<file path="src/rtl/fir_pkg.sv">
// Shared definitions for the time-multiplexed FIR scheduler.
//   - fir_state_t    : scheduler FSM encoding (IDLE / MAC / DONE)
//   - DEF_*          : default widths and filter length
//   - extend_product : sign-extends a tap product to PROD_MAX_W bits so the
//                      caller can truncate it to any accumulator width
package fir_pkg;

    localparam int DEF_DATA_WIDTH  = 16;
    localparam int DEF_ACCUM_WIDTH = 32;
    localparam int DEF_NUM_TAPS    = 8;

    // Widest product the extension helper handles (2*DATA_WIDTH must fit).
    localparam int PROD_MAX_W = 64;

    typedef enum logic [1:0] {
        ST_IDLE = 2'd0,
        ST_MAC  = 2'd1,
        ST_DONE = 2'd2
    } fir_state_t;

    // p holds a pw-bit two's-complement product in its low bits (upper bits
    // don't care). Shift it to the top and shift back arithmetically so that
    // bit pw-1 is replicated over the upper bits.
    function automatic logic [PROD_MAX_W-1:0] extend_product(
        input logic [PROD_MAX_W-1:0] p,
        input int                    pw
    );
        logic signed [PROD_MAX_W-1:0] t;
        t = p << (PROD_MAX_W - pw);
        return t >>> (PROD_MAX_W - pw);
    endfunction

endpackage

</file>
<file path="src/rtl/fir_mac_unit.sv">
// Shared signed multiply-accumulate for the FIR scheduler.
// Ports:
//   clk, rst   : clock and synchronous active-high reset
//   clear      : zero the accumulator on the next edge (start of a sample)
//   enable     : add coef*sample into the accumulator on the next edge
//   coef       : signed coefficient for the current tap
//   sample     : signed delay-line sample for the current tap
//   acc        : registered accumulator
//   acc_sum    : acc plus the current product, i.e. the value acc takes on an
//                enabled edge; lets the top capture the final sum on the same
//                edge that performs the last accumulate
module fir_mac_unit
    import fir_pkg::*;
#(
    parameter int DATA_WIDTH  = DEF_DATA_WIDTH,
    parameter int ACCUM_WIDTH = DEF_ACCUM_WIDTH
)(
    input  logic                          clk,
    input  logic                          rst,
    input  logic                          clear,
    input  logic                          enable,
    input  logic signed [DATA_WIDTH-1:0]  coef,
    input  logic signed [DATA_WIDTH-1:0]  sample,
    output logic signed [ACCUM_WIDTH-1:0] acc,
    output logic signed [ACCUM_WIDTH-1:0] acc_sum
);

    localparam int PW = 2 * DATA_WIDTH;

    logic signed [PW-1:0]          product;
    logic        [ACCUM_WIDTH-1:0] product_ext;

    // Full-precision signed product, then sign-extended (or truncated) to the
    // accumulator width. The sum wraps in two's complement; no saturation.
    assign product     = coef * sample;
    assign product_ext = ACCUM_WIDTH'(extend_product(PROD_MAX_W'($unsigned(product)), PW));
    assign acc_sum     = acc + product_ext;

    always_ff @(posedge clk) begin
        if (rst || clear) begin
            acc <= '0;
        end else if (enable) begin
            acc <= acc_sum;
        end
    end

endmodule

</file>
<file path="src/rtl/fir_tap_scheduler.sv">
// Time-multiplexed FIR controller: one shared MAC sequences NUM_TAPS tap
// products per input sample over a circular delay line.
// Ports:
//   clk, rst                  : clock, synchronous active-high reset
//   x_in, x_valid, x_ready    : sample input handshake
//   coef_we, coef_addr,
//   coef_data                 : coefficient register file write port
//   cfg_err                   : one-cycle pulse, last coefficient write dropped
//   y_out, y_valid            : filter result (held) and its one-cycle strobe
//   busy                      : MAC sequence or result presentation under way
//   dbg_state                 : current FSM state (fir_state_t encoding)
//
// Handshake: a sample transfers on a rising edge where x_valid and x_ready are
// both high. x_ready is high only in IDLE; while it is low the source keeps
// x_valid and x_in stable and the offer is simply not taken.
module fir_tap_scheduler
    import fir_pkg::*;
#(
    parameter int DATA_WIDTH  = DEF_DATA_WIDTH,
    parameter int ACCUM_WIDTH = DEF_ACCUM_WIDTH,
    parameter int NUM_TAPS    = DEF_NUM_TAPS,
    parameter int ADDR_WIDTH  = $clog2(NUM_TAPS)
)(
    input  logic                          clk,
    input  logic                          rst,
    input  logic signed [DATA_WIDTH-1:0]  x_in,
    input  logic                          x_valid,
    output logic                          x_ready,
    input  logic                          coef_we,
    input  logic        [ADDR_WIDTH-1:0]  coef_addr,
    input  logic signed [DATA_WIDTH-1:0]  coef_data,
    output logic                          cfg_err,
    output logic signed [ACCUM_WIDTH-1:0] y_out,
    output logic                          y_valid,
    output logic                          busy,
    output logic        [1:0]             dbg_state
);

    // Array index width; ADDR_WIDTH may be wider so out-of-range addresses
    // can be presented and rejected.
    localparam int IDX_W = $clog2(NUM_TAPS);

    localparam logic [ADDR_WIDTH:0]   taps_ext = (ADDR_WIDTH + 1)'(NUM_TAPS);
    localparam logic [ADDR_WIDTH-1:0] last_tap = ADDR_WIDTH'(NUM_TAPS - 1);

    fir_state_t state, state_next;

    logic        [ADDR_WIDTH-1:0]  wr_ptr;
    logic        [ADDR_WIDTH-1:0]  tap;
    logic        [ADDR_WIDTH-1:0]  rd_idx;
    logic signed [DATA_WIDTH-1:0]  dline [NUM_TAPS];
    logic signed [DATA_WIDTH-1:0]  coef  [NUM_TAPS];

    logic                          accept;
    logic                          coef_ok;
    logic                          mac_clear;
    logic                          mac_enable;
    logic signed [ACCUM_WIDTH-1:0] acc;
    logic signed [ACCUM_WIDTH-1:0] acc_sum;

    assign accept    = x_valid && x_ready;
    assign coef_ok   = (state == ST_IDLE) && ({1'b0, coef_addr} < taps_ext);
    assign dbg_state = state;

    // Tap k reads the sample written k handshakes ago: (wr_ptr - k) mod
    // NUM_TAPS, done with an explicit compare so non-power-of-2 lengths wrap
    // correctly.
    assign rd_idx = (wr_ptr >= tap) ? (wr_ptr - tap)
                                    : ADDR_WIDTH'({1'b0, wr_ptr} + taps_ext - {1'b0, tap});

    // ---------------- FSM: state register ----------------
    always_ff @(posedge clk) begin
        if (rst) begin
            state <= ST_IDLE;
        end else begin
            state <= state_next;
        end
    end

    // ---------------- FSM: next state ----------------
    always_comb begin
        state_next = state;
        case (state)
            ST_IDLE: if (accept)          state_next = ST_MAC;
            ST_MAC:  if (tap == last_tap) state_next = ST_DONE;
            ST_DONE:                      state_next = ST_IDLE;
            default:                      state_next = ST_IDLE;
        endcase
    end

    // ---------------- FSM: outputs ----------------
    always_comb begin
        x_ready    = (state == ST_IDLE);
        busy       = (state != ST_IDLE);
        mac_clear  = accept;
        mac_enable = (state == ST_MAC);
    end

    // ---------------- datapath ----------------
    always_ff @(posedge clk) begin
        if (rst) begin
            wr_ptr  <= '0;
            tap     <= '0;
            y_out   <= '0;
            y_valid <= 1'b0;
            cfg_err <= 1'b0;
            for (int i = 0; i < NUM_TAPS; i++) begin
                dline[i] <= '0;
                coef[i]  <= '0;
            end
        end else begin
            y_valid <= 1'b0;
            cfg_err <= coef_we && !coef_ok;

            // A write on the handshake edge lands before the first MAC cycle,
            // so that sample already uses the new coefficient.
            if (coef_we && coef_ok) begin
                coef[IDX_W'(coef_addr)] <= coef_data;
            end

            if (accept) begin
                dline[IDX_W'(wr_ptr)] <= x_in;
                tap                   <= '0;
            end

            if (state == ST_MAC) begin
                tap <= tap + ADDR_WIDTH'(1);
                if (tap == last_tap) begin
                    wr_ptr <= (wr_ptr == last_tap) ? '0 : wr_ptr + ADDR_WIDTH'(1);
                    // Capture the final sum on the edge that enters DONE so
                    // y_out and y_valid are both registered and seen in DONE.
                    y_out   <= acc_sum;
                    y_valid <= 1'b1;
                end
            end
        end
    end

    fir_mac_unit #(
        .DATA_WIDTH  (DATA_WIDTH),
        .ACCUM_WIDTH (ACCUM_WIDTH)
    ) u_mac (
        .clk     (clk),
        .rst     (rst),
        .clear   (mac_clear),
        .enable  (mac_enable),
        .coef    (coef[IDX_W'(tap)]),
        .sample  (dline[IDX_W'(rd_idx)]),
        .acc     (acc),
        .acc_sum (acc_sum)
    );

endmodule

</file>
<file path="config.mk">
export PLATFORM = sky130hd
export DESIGN_NAME = fir_tap_scheduler
export DESIGN_NICKNAME = d
export VERILOG_FILES = /design/src/rtl/fir_pkg.sv /design/src/rtl/fir_mac_unit.sv /design/src/rtl/fir_tap_scheduler.sv
export SDC_FILE = /design/constraint.sdc
export NUM_CORES = 1
export LEC_CHECK = 0
export BUFFER_PORTS_ARGS = -buffer_cell sky130_fd_sc_hd__buf_2
export CELL_PAD_IN_SITES_DETAIL_PLACEMENT = 0
export CELL_PAD_IN_SITES_GLOBAL_PLACEMENT = 1
export CORE_MARGIN = 1
export CORE_UTILIZATION = 52
export CTS_CLUSTER_SIZE = 40
export DETAILED_ROUTE_END_ITERATION = 16
export PLACE_DENSITY = 0.87
export SLEW_MARGIN = 30
export SYNTH_ARGS = -nofsm -noshare
export SYNTH_HDL_FRONTEND = slang
export SYNTH_SLANG_ARGS = --single-unit
</file>
<file path="constraint.sdc">
create_clock -name clk -period 9.4 [get_ports clk]
set_input_delay 1.88 -clock clk [delete_from_list [all_inputs] [get_ports clk]]
set_output_delay 1.88 -clock clk [all_outputs]
set_load 0.03 [all_outputs]
</file>
==> results of run 1 <==
layout make-up:
| class | instances | area (µm²) |
|---|---|---|
| Fill cell | 3861 | 19600 |
| Multi-Input combinational cell | 1445 | 14100 |
| Sequential cell | 333 | 9230 |
| Inverter | 325 | 1220 |
| Clock buffer | 48 | 988 |
| Timing Repair Buffer | 129 | 778 |
| Tap cell | 607 | 759 |
| Clock inverter | 16 | 154 |
stage by stage:
stage	std cells	hold WS, ns
6_report	2903	0.449
3_5_place_dp	2839	0.445
4_1_cts	2903	0.453
3_3_place_gp	2839	0.442
5_1_grt	2903	0.469
2_1_floorplan	2184	0.436
cells in the mapped netlist, drive strengths merged, types with 2 or more instances:
cell type and count:
ha 103, a21o 12, a2111oi 4, nor3 10, a31oi 3, buf 26, clkbuf 55, and2 257
a22oi 2, mux2 22, dfxtp 77, mux2i 30, nand3 17, nand3b 4, and3 5, o21ai 27
nand2b 18, inv 325, or3 3, xor2 8, o21bai 2, a311o 3, nand2 210, xnor2 25
fa 293, a211oi 9, a21oi 73, nor2b 3, nand4 2, mux4 64, a21boi 4, or2 21
o31a 2, nor3b 6, o21a 6, edfxtp 256, nor2 187
tightest hold or removal path, stage by stage (launching register included):
cell and delay [ns]:
dfxtp_1 0.30, nand2_1 0.05, a21oi_1 0.05
power breakdown:
| group | switching, W | internal, W |
|---|---|---|
| sequential | 0.0000368 | 0.00166 |
| combinational | 0.00412 | 0.00293 |
| clock | 0.000596 | 0.000800 |
path summary, 6_finish.rpt:
| check | start | end | slack, ns | cells after the start |
|---|---|---|---|---|
| worst max-delay path | wr_ptr[0] | y_out[27] | 0.61 | 29 |
| worst min-delay path | y_out[22] | y_out[22] | 0.45 | 2 |
| worst max register to register | wr_ptr[0] | y_out[27] | 0.61 | 29 |
| worst min register to register | y_out[22] | y_out[22] | 0.45 | 2 |
registers in the layout, summed over array words and instances, names as in the netlist, named ones only:
register,flops
dline,128
coef,128
cfg_err,1
u_mac.acc,32
tap,3
y_out,32
wr_ptr,3
y_valid,1
dbg_state,2
per-layer routing:
metal / vias to the layer above / wire length [µm] / track usage, %
met5: - / 13 / 0
met4: 2 / 1040 / 7.08
met3: 87 / 4750 / 5.94
met2: 563 / 28500 / 42.2
met1: 8064 / 26200 / 35.3
li1: 7238 / - / -
logic make-up (layout without fill, tap and decap cells):
logic type	Yosys count	after routing	share of synthesized area, %
multiplexers	116	116	8.25
buffers and inverters	406	518	6.34
AO/OA/AOI/OAI	155	155	3.76
AND/OR/NAND/NOR	745	745	14.7
XOR/XNOR	33	33	1.22
flip-flops	333	333	37.1
adder cells (fa/ha/maj)	396	396	28.7
==> out/metrics.yaml, run 1 <==
grt_pass1_vias: 17400
crit_path_end_kind: "register"
drcViolationCount: 8
row_count: 79
startpoint_type: "register"
nets: 2706
die_w_um: 221
avgSynthCellArea_um2: 11.4
yosysTopAreaCellShare_pct: 30.9
avgViaCountPerCell: 5.50
cts.sinks: 333
final.min_clock_period_ns: 8.79
antenna_cells: 0
utilization_pct: 58.2
leakage_nw: 12.0
drt_pass1_iterations: 12
grt_start_max_net_pins: 67
violations: "DRC"
grt_overflow: 0
peakVddDrop_v: 0.000441
power_w: 0.0101
syn_inst: 2184
maxCapViolCount: 0
crit_type: "register to register"
portBuffers: 76
ys_ff_latch: 333
htreeDepth: 2
dp_hpwl_um: 44200
yosysSeqAreaShare_pct: 37.1
synth_edf_count: 256
crit_buf_inv: 6
worst_pin_slew_ns: 1.05
layout_setup_ws_ns: 0.606
netlist_area_um2: 24900
hp-class: "register to register"
fmax_mhz: 114
cts_resized: 0
yosysWarnings: 0
clock_latency_ns: 0.56
synth.distinct_cells: 57
finalCritPeriodShare_pct: 93.6
wirelength_um: 60500
gp_congestion: 0.921
area_growth_pct: 9.40
final_cell_mix: "inv_1 (325), fa_1 (293), and2_1 (257)"
cts_hold_buffers: 0
cp_slowest_cell: "mux4_1"
drt_iter0_drc: 1300
grt_usage_pct: 26.0
placedInstanceArea_um2: 26100
rsz0062_at_grt: "no"
die_y_um: 221
clockBufferDepth: 3
crit_top_cell: "fa_1"
pre_cts_slack_ns: 0.738
power_density_nw_per_um2: 372
vias: 16000
required_ns: 9.89
final_common_cell: "inv_1"
critPathMaxStageDelay_ns: 0.60
drt-wirelength-per-cell_um: 20.8
clk_pin_slew_ns: 0.06
die-area_um2: 48800
cts_tree: "done"
synthTopCellsByArea: "edfxtp_1 (31%), fa_1 (24%), and2_1 (6.5%)"
design_area_um2: 27200
fin_tns_setup_ns: 0
cp.arrival_ns: 9.28
drive_gt1_share_pct: 12.6
hold_viol: 0
grt_pass1_wl_um: 97600
slew_headroom_pct: 30.0
core_um2: 46900
antenna_found_initial: 3
yosys.area.top_type: "edfxtp_1"
ys.flop_type: "edfxtp_1"
cts_setup_buffers: 0
cp_top_family: "adder cells"
initial_utilization_pct: 53.2
skew_ns: 0.0196
outcome: "finished, violations left"
root_buffer: "clkbuf_16"
critPathMaxFanout: 20
async_reset_ff_share_pct: 0
setup_viol: 0
cts-buffers-inserted: 37
ant_nets: 0
syn_nets: 2619
io_pins: 77
maxSlewViolCount: 0
(Power assumes the default switching activity.)
==> inputs of run 2 (changes only) <==
--- a/config.mk
+++ b/config.mk
@@ -6,14 +6,17 @@
 export NUM_CORES = 1
 export LEC_CHECK = 0
 export BUFFER_PORTS_ARGS = -buffer_cell sky130_fd_sc_hd__buf_2
+export CAP_MARGIN = 20
 export CELL_PAD_IN_SITES_DETAIL_PLACEMENT = 0
 export CELL_PAD_IN_SITES_GLOBAL_PLACEMENT = 1
 export CORE_MARGIN = 1
-export CORE_UTILIZATION = 52
+export CORE_UTILIZATION = 53
 export CTS_CLUSTER_SIZE = 40
 export DETAILED_ROUTE_END_ITERATION = 16
-export PLACE_DENSITY = 0.87
+export HOLD_SLACK_MARGIN = 0.03
+export PLACE_DENSITY = 0.88
 export SLEW_MARGIN = 30
 export SYNTH_ARGS = -nofsm -noshare
 export SYNTH_HDL_FRONTEND = slang
+export SYNTH_HIERARCHICAL = 1
 export SYNTH_SLANG_ARGS = --single-unit
==> out/metrics.yaml, run 2 <==
grt_overflow: 0  # unchanged
crit_top_cell: "fa_1"
cts-buffers-inserted: 37  # unchanged
maxCapViolCount: 0  # unchanged
ys.flop_type: "edfxtp_1"
top_regs: "coef (128), dline (128)"
multi_input_comb_area_um2: 14500  # +2.6%
worst_pin_slew_ns: 0.888  # -0.159 ns
setup_viol: 0  # unchanged
final_cell_mix: "and2_1 (369), inv_1 (340), fa_1 (293)"
fin_tns_setup_ns: 0  # unchanged
initial_utilization_pct: 53.5  # +0.36 points
area_growth_pct: 7.80
design_area_um2: 27500  # +0.88%
wirelength_um: 56800  # -6.1%
portBuffers: 76  # unchanged
drt_pass1_iterations: 5  # -7
yosysWarnings: 6  # +6
die_y_um: 221  # +0.22%
grt_pass1_wl_um: 92000  # -5.7%
yosysMostFrequentCell: "and2_1"
htreeDepth: 2  # unchanged
ant_nets: 0  # unchanged
avgSynthCellArea_um2: 11.7  # +2.8%
syn_nets: 2610  # -0.34%
nets: 2652  # -2.0%
critPathMaxFanout: 13  # -35%
yosysSeqAreaShare_pct: 36.2  # -0.86 points
cp_slowest_cell: "fa_1"
final_common_cell: "and2_1"
die-area_um2: 49000  # +0.44%
final.min_clock_period_ns: 8.65  # -0.141 ns
netlist_area_um2: 25500  # +2.4%
critPathMaxStageDelay_ns: 0.83  # +0.23 ns
dp_hpwl_um: 41400  # -6.5%
pre_cts_slack_ns: 0.798  # +0.0603 ns
core_um2: 47600  # +1.7%
crit_path_end_kind: "register"
ys_ff_latch: 333  # unchanged
vias: 15500  # -3.1%
io_pins: 77  # unchanged
drt-wirelength-per-cell_um: 19.9  # -4.7%
grt_start_max_net_pins: 63  # -6.0%
grt_pass1_vias: 16700  # -4.2%
gp_congestion: 0.841  # -8.7%
fmax_mhz: 116  # +1.6%
required_ns: 9.88  # about the same
clockBufferDepth: 3  # unchanged
crit_type: "register to register"
cp.depth: 27  # -6.9%
hp-class: "register to register"
outcome: "finished clean"
regArea_um2: 9230  # unchanged
drcViolationCount: 0  # -8
cts.sinks: 333  # unchanged
synth_edf_count: 256  # unchanged
rsz0062_at_grt: "no"
avgViaCountPerCell: 5.41  # -1.6%
startpoint_type: "register"
netlist_top_cells_count: "and2_1 (369), inv_1 (340), fa_1 (293), edfxtp_1 (256), nand2_1 (211)"
placedInstanceArea_um2: 26300  # +0.81%
syn_inst: 2175  # -0.41%
reg2reg_depth: 27  # -6.9%
antenna_found_initial: 4  # +1
synthTopCellsByArea: "edfxtp_1 (30%), fa_1 (23%), and2_1 (9.1%)"
synth.distinct_cells: 64  # +12%
yosys.area.top_type: "edfxtp_1"
clk_pin_slew_ns: 0.06  # about the same
cp_top_family: "adder cells"
crit_buf_inv: 6  # unchanged
maxSlewViolCount: 0  # unchanged
cts_tree: "done"
hold_viol: 0  # unchanged
root_buffer: "clkbuf_16"
layout_setup_ws_ns: 0.747  # +0.141 ns
fill_cells: 3873  # +0.31%
cp.arrival_ns: 9.14  # -0.14 ns
row_count: 80  # +1.3%
yosysTopAreaCellShare_pct: 30.1  # -0.72 points
async_reset_ff_share_pct: 0  # unchanged
drive_gt1_share_pct: 13.2  # +0.57 points
grt_usage_pct: 24.1  # -1.9 points
clock_latency_ns: 0.58  # +0.02 ns
skew_ns: 0.0250  # +0.00539 ns
cts_hold_buffers: 0  # unchanged
slew_headroom_pct: 40.6  # +11 points
cts_setup_buffers: 0  # unchanged
finalCritPeriodShare_pct: 92.0  # -1.5 points
antenna_cells: 0  # unchanged
hold_depth: 2  # unchanged
die_w_um: 221  # +0.22%
drt_iter0_drc: 974  # -25%
cts_resized: 0  # unchanged
==> run 2: cells by family after synthesis <==
| group | share of synthesized area (%) |
|---|---|
| AO/OA/AOI/OAI | 3.35 |
| flip-flops | 36.2 |
| buffers and inverters | 7.03 |
| AND/OR/NAND/NOR | 16.1 |
| XOR/XNOR | 1.51 |
| multiplexers | 7.81 |
| adder cells (fa/ha/maj) | 28.1 |
==> run 2: final timing paths <==
| kind | slack, ns | startpoint | end |
|---|---|---|---|
| max | 0.75 | wr_ptr[0] | y_out[24] |
| min | 0.45 | y_out[23] | y_out[23] |
| max reg2reg | 0.75 | wr_ptr[0] | y_out[24] |
| min reg2reg | 0.45 | y_out[23] | y_out[23] |
==> run 2: area by class of cell <==
type                    count  area share (%)
inverters                 342            4.72
well taps                 615            2.80
clock buffers              53            3.74
repair buffers             96            1.93
clock inverters            12           0.519
flip-flops and latches    333            33.6
multi-input cells        1407            52.7
==> run 2: worst min-delay path, stage by stage (launching register included) <==
cell and delay, ns:
dfxtp_1 0.30, nand2_1 0.05, a21oi_1 0.05
==> run 2: stage by stage <==
stage          cells  hold WS (ns)  util [%]
6_report        2858         0.448      57.7
5_1_grt         2858         0.467      57.7
4_1_cts         2858         0.452      57.7
3_5_place_dp    2793         0.444      55.2
3_3_place_gp    2793         0.441      55.2
2_1_floorplan   2175         0.445         -
==> run 2: per-layer routing <==
| metal | part of all wire (%) | vias to the layer above | wire [µm] | global-route usage (%) |
|---|---|---|---|---|
| met3 | 6.4 | 93 | 3640 | 4.05 |
| met5 | 0.097 | - | 55 | 0 |
| met2 | 48 | 473 | 27000 | 39.2 |
| li1 | - | 7064 | - | - |
| met1 | 44 | 7818 | 24800 | 33.3 |
| met4 | 2.2 | 8 | 1230 | 7.17 |
Power of run 2 is left out: the tool's default activity adds up to more than one toggle a clock period on the data nets, which glitch-free logic cannot reach.
